$ cat config.mk
export PLATFORM = sky130hd
export DESIGN_NAME = window_seq_flat
export DESIGN_NICKNAME = d
export VERILOG_FILES = /design/src/rtl/window_pkg.sv /design/src/rtl/window_seq_if.sv /design/src/rtl/window_seq_sat_counter.sv /design/src/rtl/window_seq.sv /design/src/flat_wrapper.sv
export SDC_FILE = /design/constraint.sdc
export NUM_CORES = 1
export LEC_CHECK = 0
export ABC_CLOCK_PERIOD_IN_PS = 3900
export CORE_MARGIN = 2
export CORE_UTILIZATION = 27
export CTS_CLUSTER_DIAMETER = 50
export DETAILED_ROUTE_END_ITERATION = 12
export DONT_BUFFER_PORTS = 1
export SLEW_MARGIN = 10
export SYNTH_ARGS = -nofsm -noshare
export SYNTH_HDL_FRONTEND = slang
export SYNTH_SLANG_ARGS = --single-unit
$ cat constraint.sdc
create_clock -name clk -period 3.9 [get_ports clk]
set_input_delay 0.78 -clock clk [delete_from_list [all_inputs] [get_ports clk]]
set_output_delay 0.78 -clock clk [all_outputs]
set_load 0.02 [all_outputs]
$ cat src/rtl/window_pkg.sv
// Shared encodings for the chirp window sequencer and the window it drives.
package window_pkg;

  localparam logic [2:0] ST_IDLE   = 3'd0;
  localparam logic [2:0] ST_ARMED  = 3'd1;
  localparam logic [2:0] ST_SETTLE = 3'd2;
  localparam logic [2:0] ST_ACTIVE = 3'd3;
  localparam logic [2:0] ST_DRAIN  = 3'd4;

  // Strobes between a windowed sample going in and its output coming out.
  localparam int LATENCY = 2;

  typedef enum logic [2:0] {
    S_IDLE   = ST_IDLE,
    S_ARMED  = ST_ARMED,
    S_SETTLE = ST_SETTLE,
    S_ACTIVE = ST_ACTIVE,
    S_DRAIN  = ST_DRAIN
  } state_t;

endpackage

$ cat src/rtl/window_seq_if.sv
// Sample/control bundle between the receive chain and the window sequencer.
interface window_seq_if #(
  parameter int N      = 1024,
  parameter int SKIP_W = 10,
  parameter int OVR_W  = 8
);
  logic                 run;
  logic                 chirp_start;
  logic                 sample_stb;
  logic [SKIP_W-1:0]    cfg_skip;
  logic                 fft_ready;
  logic                 win_dvalid;
  logic                 win_clk_en;
  logic                 win_en;
  logic                 frame_start;
  logic                 frame_done;
  logic                 busy;
  logic [$clog2(N)-1:0] sample_idx;
  logic [OVR_W-1:0]     overrun_cnt;

  modport master (
    output run, chirp_start, sample_stb, cfg_skip, fft_ready, win_dvalid,
    input  win_clk_en, win_en, frame_start, frame_done, busy, sample_idx, overrun_cnt
  );

  modport slave (
    input  run, chirp_start, sample_stb, cfg_skip, fft_ready, win_dvalid,
    output win_clk_en, win_en, frame_start, frame_done, busy, sample_idx, overrun_cnt
  );
endinterface

$ cat src/rtl/window_seq_sat_counter.sv
// Saturating up-counter; holds at all-ones until cleared or reset.
module sat_counter #(
  parameter int WIDTH = 8
) (
  input  logic             clk,
  input  logic             srst,
  input  logic             inc,
  input  logic             clr,
  output logic [WIDTH-1:0] count
);
  logic [WIDTH-1:0] cnt_q;

  always_ff @(posedge clk) begin
    if (srst || clr) begin
      cnt_q <= '0;
    end else if (inc && (cnt_q != '1)) begin
      cnt_q <= cnt_q + 1'b1;
    end
  end

  assign count = cnt_q;
endmodule

$ cat src/rtl/window_seq.sv
// Per-chirp sequencer: skip settling samples, window exactly N strobes,
// then wait for the N windowed outputs before signalling frame completion.
module window_seq
  import window_pkg::*;
#(
  parameter int N      = 1024,
  parameter int SKIP_W = 10,
  parameter int OVR_W  = 8
) (
  input  logic        clk,
  input  logic        srst,
  window_seq_if.slave bus
);
  localparam int IDX_W = $clog2(N);
  localparam int OUT_W = IDX_W + 1;

  state_t            state_q;
  logic [SKIP_W-1:0] skip_cnt_q;
  logic [IDX_W-1:0]  sample_idx_q;
  logic [OUT_W-1:0]  out_cnt_q;
  logic [OUT_W-1:0]  out_cnt_d;
  logic              frame_start_q;
  logic              frame_done_q;
  logic              out_hit;
  logic              ovr_inc;

  assign out_hit   = bus.win_dvalid & bus.sample_stb;
  assign out_cnt_d = out_cnt_q + 1'b1;

  // Any chirp not accepted while the sequencer is enabled counts as an overrun.
  assign ovr_inc = bus.chirp_start &
                   (((state_q == S_ARMED) & bus.run & ~bus.fft_ready) |
                    (state_q inside {S_SETTLE, S_ACTIVE, S_DRAIN}));

  always_ff @(posedge clk) begin
    if (srst) begin
      state_q       <= S_IDLE;
      skip_cnt_q    <= '0;
      sample_idx_q  <= '0;
      out_cnt_q     <= '0;
      frame_start_q <= 1'b0;
      frame_done_q  <= 1'b0;
    end else begin
      frame_start_q <= 1'b0;
      frame_done_q  <= 1'b0;
      if (out_hit && (state_q inside {S_ACTIVE, S_DRAIN})) begin
        out_cnt_q <= out_cnt_d;
      end
      case (state_q)
        S_IDLE: begin
          if (bus.run) state_q <= S_ARMED;
        end
        S_ARMED: begin
          if (!bus.run) begin
            state_q <= S_IDLE;
          end else if (bus.chirp_start && bus.fft_ready) begin
            skip_cnt_q    <= bus.cfg_skip;
            sample_idx_q  <= '0;
            out_cnt_q     <= '0;
            frame_start_q <= 1'b1;
            state_q       <= (bus.cfg_skip != '0) ? S_SETTLE : S_ACTIVE;
          end
        end
        S_SETTLE: begin
          if (bus.sample_stb) begin
            skip_cnt_q <= skip_cnt_q - 1'b1;
            if (skip_cnt_q == SKIP_W'(1)) state_q <= S_ACTIVE;
          end
        end
        S_ACTIVE: begin
          if (bus.sample_stb) begin
            if (sample_idx_q == IDX_W'(N - 1)) begin
              sample_idx_q <= '0;
              state_q      <= S_DRAIN;
            end else begin
              sample_idx_q <= sample_idx_q + 1'b1;
            end
          end
        end
        S_DRAIN: begin
          if (out_hit && (out_cnt_d == OUT_W'(N))) begin
            frame_done_q <= 1'b1;
            state_q      <= bus.run ? S_ARMED : S_IDLE;
          end
        end
        default: state_q <= S_IDLE;
      endcase
    end
  end

  sat_counter #(.WIDTH(OVR_W)) u_ovr (
    .clk   (clk),
    .srst  (srst),
    .inc   (ovr_inc),
    .clr   (1'b0),
    .count (bus.overrun_cnt)
  );

  assign bus.win_clk_en  = bus.sample_stb;
  assign bus.win_en      = (state_q == S_ACTIVE);
  assign bus.busy        = (state_q inside {S_SETTLE, S_ACTIVE, S_DRAIN});
  assign bus.frame_start = frame_start_q;
  assign bus.frame_done  = frame_done_q;
  assign bus.sample_idx  = sample_idx_q;
endmodule

$ cat src/flat_wrapper.sv
// flat-port wrapper written by rule: the top's interface ports become plain ports
module window_seq_flat import window_pkg::*;
#(
  parameter int N      = 1024,
  parameter int SKIP_W = 10,
  parameter int OVR_W  = 8
)
  (clk, srst, bus_run, bus_chirp_start, bus_sample_stb, bus_cfg_skip, bus_fft_ready, bus_win_dvalid, bus_win_clk_en, bus_win_en, bus_frame_start, bus_frame_done, bus_busy, bus_sample_idx, bus_overrun_cnt);
  window_seq_if #(.N(N), .SKIP_W(SKIP_W), .OVR_W(OVR_W)) bus_i ();
  input  logic clk;
  input  logic srst;
  input wire logic [$bits(bus_i.run)-1:0] bus_run;
  input wire logic [$bits(bus_i.chirp_start)-1:0] bus_chirp_start;
  input wire logic [$bits(bus_i.sample_stb)-1:0] bus_sample_stb;
  input wire logic [$bits(bus_i.cfg_skip)-1:0] bus_cfg_skip;
  input wire logic [$bits(bus_i.fft_ready)-1:0] bus_fft_ready;
  input wire logic [$bits(bus_i.win_dvalid)-1:0] bus_win_dvalid;
  output wire logic [$bits(bus_i.win_clk_en)-1:0] bus_win_clk_en;
  output wire logic [$bits(bus_i.win_en)-1:0] bus_win_en;
  output wire logic [$bits(bus_i.frame_start)-1:0] bus_frame_start;
  output wire logic [$bits(bus_i.frame_done)-1:0] bus_frame_done;
  output wire logic [$bits(bus_i.busy)-1:0] bus_busy;
  output wire logic [$bits(bus_i.sample_idx)-1:0] bus_sample_idx;
  output wire logic [$bits(bus_i.overrun_cnt)-1:0] bus_overrun_cnt;
  assign bus_i.run = bus_run;
  assign bus_i.chirp_start = bus_chirp_start;
  assign bus_i.sample_stb = bus_sample_stb;
  assign bus_i.cfg_skip = bus_cfg_skip;
  assign bus_i.fft_ready = bus_fft_ready;
  assign bus_i.win_dvalid = bus_win_dvalid;
  assign bus_win_clk_en = bus_i.win_clk_en;
  assign bus_win_en = bus_i.win_en;
  assign bus_frame_start = bus_i.frame_start;
  assign bus_frame_done = bus_i.frame_done;
  assign bus_busy = bus_i.busy;
  assign bus_sample_idx = bus_i.sample_idx;
  assign bus_overrun_cnt = bus_i.overrun_cnt;
  window_seq #(.N(N), .SKIP_W(SKIP_W), .OVR_W(OVR_W)) u_core (.clk(clk), .srst(srst), .bus(bus_i));
endmodule
==> results of run 1 <==
==> power by group through the flow <==
stage	sequential (W)	clock (W)	combinational, W
2_1_floorplan	0.000492	0	0.000176
3_3_place_gp	0.000512	0	0.000171
3_5_place_dp	0.000513	0	0.000169
4_1_cts	0.000503	0.000391	0.000170
5_1_grt	0.000508	0.000410	0.000190
6_report	0.000503	0.000376	0.000169
==> cell usage in the layout, fill, tap and decap left out, types with 3 or more instances in the layout <==
master / netlist / routed
sky130_fd_sc_hd__nor2_1: 45 / 45
sky130_fd_sc_hd__dfxtp_1: 44 / 44
sky130_fd_sc_hd__nand2_1: 25 / 25
sky130_fd_sc_hd__a21oi_1: 22 / 22
sky130_fd_sc_hd__xor2_1: 20 / 20
sky130_fd_sc_hd__nand4_1: 10 / 10
sky130_fd_sc_hd__xnor2_1: 10 / 10
sky130_fd_sc_hd__nand3_1: 9 / 9
sky130_fd_sc_hd__o21ai_0: 7 / 7
sky130_fd_sc_hd__and3_1: 7 / 7
sky130_fd_sc_hd__ha_1: 6 / 6
sky130_fd_sc_hd__clkbuf_8: 0 / 6
sky130_fd_sc_hd__inv_1: 5 / 5
sky130_fd_sc_hd__nor3_1: 5 / 5
sky130_fd_sc_hd__mux2i_1: 5 / 5
sky130_fd_sc_hd__a211oi_1: 4 / 4
sky130_fd_sc_hd__nand2b_1: 3 / 3
sky130_fd_sc_hd__nor2_2: 3 / 3
sky130_fd_sc_hd__nor3_2: 3 / 3
sky130_fd_sc_hd__a31oi_1: 3 / 3
sky130_fd_sc_hd__or3_1: 3 / 3
==> layer usage <==
layer  up-vias  GRT usage, %
li1       1007             -
met3        14          4.92
met4         0          5.48
met5         -             0
met2        70          16.8
met1       920          15.1
==> final cells by class <==
type	count	area [um^2]
fillers	939	6120
multi-input cells	227	1480
flip-flops and latches	44	881
well taps	108	135
clock buffers	6	82.6
clock inverters	2	38.8
inverters	6	22.5
==> Yosys cell counts, types with 2 or more instances <==
master,n,share of area [%]
sky130_fd_sc_hd__a31oi_1,3,0.76
sky130_fd_sc_hd__inv_1,5,0.76
sky130_fd_sc_hd__nand2_1,25,3.8
sky130_fd_sc_hd__or3b_1,2,0.71
sky130_fd_sc_hd__nor4_1,2,0.51
sky130_fd_sc_hd__nor2_1,45,6.9
sky130_fd_sc_hd__nor3_1,5,1.0
sky130_fd_sc_hd__or3_1,3,0.76
sky130_fd_sc_hd__dfxtp_1,44,36
sky130_fd_sc_hd__buf_1,2,0.30
sky130_fd_sc_hd__mux2i_1,5,2.0
sky130_fd_sc_hd__nand2b_1,3,0.76
sky130_fd_sc_hd__xor2_1,20,7.1
sky130_fd_sc_hd__and2_1,2,0.51
sky130_fd_sc_hd__a211oi_1,4,1.2
sky130_fd_sc_hd__and4_1,2,0.71
sky130_fd_sc_hd__and3_1,7,1.8
sky130_fd_sc_hd__o31ai_1,2,0.61
sky130_fd_sc_hd__a21oi_1,22,4.5
sky130_fd_sc_hd__ha_1,6,3.0
sky130_fd_sc_hd__nand4_1,10,2.5
sky130_fd_sc_hd__xnor2_1,10,3.6
sky130_fd_sc_hd__nand3_1,9,1.8
sky130_fd_sc_hd__nor2_2,3,0.76
sky130_fd_sc_hd__nor3_2,3,1.2
sky130_fd_sc_hd__or4_4,2,0.91
sky130_fd_sc_hd__buf_4,3,0.91
sky130_fd_sc_hd__buf_2,7,1.4
sky130_fd_sc_hd__clkbuf_1,3,0.46
sky130_fd_sc_hd__o21ai_0,7,1.4
==> stage by stage <==
| step | util (%) | cells | power, W | instance area [um^2] |
|---|---|---|---|---|
| 5_1_grt | 30.2 | 393 | 0.00111 | 2640 |
| 3_3_place_gp | 28.8 | 385 | 0.000683 | 2520 |
| 3_5_place_dp | 28.8 | 385 | 0.000682 | 2520 |
| 6_report | 30.2 | 393 | 0.00105 | 2640 |
| 2_1_floorplan | - | 292 | 0.000668 | 2460 |
| 4_1_cts | 30.2 | 393 | 0.00106 | 2640 |
==> cells by family (layout without fill, tap and decap cells) <==
logic type | Yosys count | in the layout | share of synthesized area, %
buffers and inverters | 21 | 14 | 4.01
xor gates and xnor gates | 30 | 30 | 10.7
adders and majority gates | 6 | 6 | 3.05
and+or+nand+nor | 134 | 134 | 29.5
AOI/OAI and AO/OA | 51 | 51 | 14.4
muxes | 6 | 6 | 2.64
DFF | 44 | 44 | 35.8
==> how the worst max path moves through the flow <==
stage | end | startpoint | depth (start not counted) | slack (ps)
detailed placement | u_core.u_ovr.count[7] | bus_fft_ready | 6 | 1760
floorplan | u_core.skip_cnt_q[4] | bus_sample_stb | 7 | 1970
finish | bus_busy | u_core.state_q[1] | 2 | 1590
CTS | bus_busy | u_core.state_q[1] | 2 | 1510
global route | bus_busy | u_core.state_q[1] | 2 | 1420
global placement | u_core.u_ovr.count[7] | bus_fft_ready | 6 | 1840
==> critical path: stages (launching register included) <==
cell and delay, ps:
sky130_fd_sc_hd__dfxtp_1 500, sky130_fd_sc_hd__inv_1 100, sky130_fd_sc_hd__o21ai_0 620
==> state kept, by name, summed over array words and instances, names as in the netlist <==
name	cells
u_core.bus.frame_done	1
u_core.bus.frame_start	1
u_core.bus.sample_idx	10
u_core.out_cnt_q	11
u_core.skip_cnt_q	10
u_core.state_q	3
u_core.u_ovr.count	8
==> implementation parameters, run 1 <==
Parameter                              Value

Status
  Outcome    complete, no violations

Global route
  Largest net degree at the start of global routing    26
  First-pass GRT wire length    9.27 mm
  Vias in the first global route    1948
  Gr usage total    11.7%
  Initial antenna violation count    0
  Overflow left after global routing    0

Pwr
  Leakage power of the design    between 0.9 and 1 nW
  Total power density per cell area    397 mW/mm^2
  Clock Power Share    35.9%
  Combinational fraction of design power    16.2%
  Peak supply drop    0.000166 V
  Total internal power    0.000751 W
  Share of power burned in registers    47.9%
  Net Switching    0.000297 W
  Switching fraction of total power    between 20% and 30%

Yosys
  Total number of yosys warnings    0
  Distinct cell type count after synthesis    56
  Synth Cell Area    0.00246 mm^2
  Total nets after synthesis    315
  Number of flip-flops and latches in the synthesized netlist    44
  Syn avg cell area    8.43 um^2
  Share of the yosys chip area belonging to registers    35.8%
  Commonest register cell after synthesis    sky130_fd_sc_hd__dfxtp_1
  Number of instances in the synthesized netlist    292
  FFs w/ async S/R, synth    0%
  Number of enable flip-flop cells after synthesis    0

Clocking
  Number of buffers inserted by post-CTS setup repair    0
  Num CTS Buffers    5
  Maximum buffer depth of the clock tree    2
  Clock tree from TritonCTS    built
  Number of sinks handled by clock tree synthesis    between 40 and 50
  Number of levels the H-tree was split into    2
  Clock-pin slew on the worst setup and hold paths    90 ps
  Gates resized, CTS repair    0
  Worst-skew pair later-pin latency    roughly 310 ps
  Master cell of the clock root buffer    sky130_fd_sc_hd__clkbuf_8
  CTS Hold Bufs    0

Detailed routing
  DR WL/cell    13.9 um
  Number of nets still failing antenna checks after routing    0
  Met2 wire len    2.28 mm
  Routed wire length    5.48 mm
  Amount of wire on met3 after detailed routing    ~540 um
  Remaining DRCs    0
  Starting DRC count in detailed routing    63
  Routed vias/inst    5.12
  Post-route met1 wirelength    between 2 and 3 mm
  Pre-antenna DRT Iters    4
  Top layer in use    met4
  Via count    a little over 2000

Die
  I/O Pins    40
  Row Count    34
  Initial core utilization    28.1%
  Overall die width    99.5 um
  DIE AREA    0.00990 mm^2
  Overall die height    between 90 and 100 um
  Placeable Area    between 0.008 and 0.009 mm^2

STA
  Worst Hold Slack    532 ps
  Unrepaired setup endpoints after global routing    false
  Final Critical Period    ~2300 ps
  Final hold violation count    0
  Max Slew Vio Count    0
  Max-slew headroom at the worst pin    about 44%
  Fin Clk Skew    approximately 16 ps
  Period Utilization, post-route    59.3%
  Setup total negative slack    0 ps
  Finish-stage setup viols    0
  FMAX    432 MHz
  Least-Margin Pin Slew    about 840 ps
  Minimum setup slack in the final design    about 1600 ps

Placed design
  Post-place setup slack    1760 ps
  GPL Wtd Cong    0.896
  Number of buffers inserted by port buffering    0
  Detail Placement HPWL    4.02 mm

Critical path
  Reg-to-reg slack, setup    1780 ps
  Type of origin of the critical path    flip-flop
  Reg-to-Reg End    u_core.skip_cnt_q[4]
  Largest fanout on the critical path    9
  Worst Path Class, Setup    reg2out
  Cell count of the worst reg-to-reg path    6
  Crit path DAT    roughly 1500 ps
  Required time of the worst setup path    3120 ps
  Type of destination of the critical path    primary output
  Worst flop-to-flop path startpoint    u_core.state_q[1]

Worst hold path
  Hold wc startpoint    srst
  Hold crit path type    in2reg
  Worst min-delay path endpoint    u_core.skip_cnt_q[4]
  Number of instances on the worst hold path    1

Finish
  # diodes    0
  Fraction of final layout cells with drive strength greater than 1    a little under a tenth
  Layout area overhead    7.32%
  Layout Nets    307

Job
  Max Cap Violations    0
(Power assumes the default switching activity.)
==> inputs of run 2 (changes only) <==
Settings changed: ABC_CLOCK_PERIOD_IN_PS 3900 to 1900.
Clock period 3.9 ns to 1.9 ns, I/O delays scaled along.
==> run 2 against run 1 <==
Net effect: non-clock buffer count up 31; setup slack lost 1500 ps; highest routed layer unchanged; utilization increased by 2.6 points; clock skew down 1.7 ps; critical path depth up 3; global-route usage rose by 0.43 points; count of clock-buffer cells in the layout is 1 lower; power is 110% higher; final cell count grew 7.9%; largest cell class unchanged; critical endpoint is now u_core.state_q[0].
==> implementation parameters, run 2 (same netlist as run 1, synthesis figures left out) <==
Parameter                              Value

Status
  Outcome    complete, no violations

STA
  Final hold violation count    0
  FMAX    approximately 560 MHz
  Fin Clk Skew    about 14 ps
  Least-Margin Pin Slew    slightly above 400 ps
  Period Utilization, post-route    between 90% and 100%
  Setup total negative slack    0 ps
  Unrepaired setup endpoints after global routing    false
  Minimum setup slack in the final design    between 100 and 150 ps
  Finish-stage setup viols    0
  Max-slew headroom at the worst pin    72.3%
  Final Critical Period    1790 ps
  Max Slew Vio Count    0

Critical path
  Largest fanout on the critical path    7
  Worst Path Class, Setup    reg2reg
  Required time of the worst setup path    2150 ps
  Standard cell with the maximum stage delay on the critical path    sky130_fd_sc_hd__or4_4
  Max stage delay on crit path    580 ps
  Reg-to-reg slack, setup    110 ps
  Type of origin of the critical path    flip-flop
  Cell family with the largest share of critical-path delay    simple AND/OR/NAND/NOR gates
  Crit path DAT    2040 ps
  Type of destination of the critical path    flip-flop
  Buf+Inv Stages, Crit Path    0
  Cells along the critical path    or4_4, nor3_2, o221ai_2, a2111oi_2, a32o_2

Detailed routing
  Remaining DRCs    0
  Via count    2148
  Routed vias/inst    5.07
  Pre-antenna DRT Iters    4
  Routed wire length    5.85 mm
  Starting DRC count in detailed routing    69
  DR WL/cell    13.8 um
  Number of nets still failing antenna checks after routing    0

Finish
  Layout area overhead    16.7%
  Number of flip-flops in the largest register    11
  # diodes    0
  Final Non-Filler Cells    424
  Most common library cell in the layout ignoring fill and taps    sky130_fd_sc_hd__nor2_1
  Highest-count cells in the layout ignoring fill and taps    sky130_fd_sc_hd__nor2_1, sky130_fd_sc_hd__dfxtp_1, sky130_fd_sc_hd__buf_4
  Final design utilization    32.8%
  Register with the most flip-flops    u_core.out_cnt_q
  Fraction of final layout cells with drive strength greater than 1    19.6%
  Layout Nets    338
  Filler Cell Count    940

Placed design
  Number of buffers inserted by port buffering    0
  GPL Wtd Cong    around 0.86
  Detail Placement HPWL    4.38 mm
  Number of placed instances, taps included    approximately 420
  Post-place setup slack    around 84 ps

Clocking
  Master cell of the clock root buffer    sky130_fd_sc_hd__clkbuf_8
  Worst-skew pair later-pin latency    300 ps
  Number of buffers inserted by post-CTS setup repair    0
  Maximum buffer depth of the clock tree    2
  Number of levels the H-tree was split into    2
  CTS Hold Bufs    0
  Clock tree from TritonCTS    built
  Gates resized, CTS repair    0
  Clock-pin slew on the worst setup and hold paths    90 ps
  Number of sinks handled by clock tree synthesis    44
  Num CTS Buffers    5

Die
  DIE AREA    slightly below 0.01 mm^2
  Overall die width    99.5 um
  I/O Pins    40
  Initial core utilization    28.1%
  Row Count    34
  Placeable Area    0.00876 mm^2
  Overall die height    99.5 um

Pwr
  Peak supply drop    roughly 0.00032 V
  Leakage power of the design    1.12 nW
  Total power density per cell area    approximately 750 mW/mm^2

Global route
  Overflow left after global routing    0
  Largest net degree at the start of global routing    26
  Gr usage total    12.1%
  Initial antenna violation count    0
  Vias in the first global route    2013
  First-pass GRT wire length    between 9 and 10 mm

Worst hold path
  Hold crit path type    in2reg

Job
  Max Cap Violations    0
==> run 2: final timing paths <==
check,startpoint,endpoint,depth (start not counted)
setup / recovery,u_core.skip_cnt_q[4],u_core.state_q[0],5
hold / removal,srst,u_core.state_q[1],1
setup reg to reg,u_core.skip_cnt_q[4],u_core.state_q[0],5
hold reg to reg,u_core.skip_cnt_q[0],u_core.skip_cnt_q[0],1
==> run 2: final cells by class <==
class / instances / area, um^2 / area share, %
sequential: 44 / 883 / 30.7
clock buffer: 5 / 68.8 / 2.40
tap: 108 / 135 / 4.70
clock inverter: 3 / 42.5 / 1.48
multi-input combinational: 227 / 1490 / 51.8
timing repair buffer: 31 / 233 / 8.10
inverter: 6 / 22.5 / 0.784
==> run 2: routing by layer <==
layer	GRT usage (%)	routed length [um]	up-vias	part of all wire, %
met1	15.3	2700	1004	46
met3	4.71	487	12	8.3
met4	4.00	96	0	1.6
li1	-	-	1071	-
met5	0	0	-	0
met2	18.9	2570	61	44
==> run 2: worst register-to-register path: stages, from the launching register on <==
cell and delay (ps):
sky130_fd_sc_hd__dfxtp_1 380, sky130_fd_sc_hd__or4_4 580, sky130_fd_sc_hd__nor3_2 200, sky130_fd_sc_hd__o221ai_2 160, sky130_fd_sc_hd__a2111oi_2 250, sky130_fd_sc_hd__a32o_2 160
==> run 2: report_power, final <==
part           total (W)  switching, W  leakage (nW)  internal [W]
clock network   0.000729      0.000339        0.0541      0.000390
logic           0.000424      0.000226         0.706      0.000197
registers        0.00101     0.0000532         0.356      0.000957
==> run 2: through the flow <==
step,hold slack (ps),power (W),instance area [um^2]
finish,131,0.00216,2870
floorplan,491,0.00137,2460
global placement,453,0.00144,2750
CTS,123,0.00219,2870
detailed placement,456,0.00145,2750
global route,115,0.00228,2870
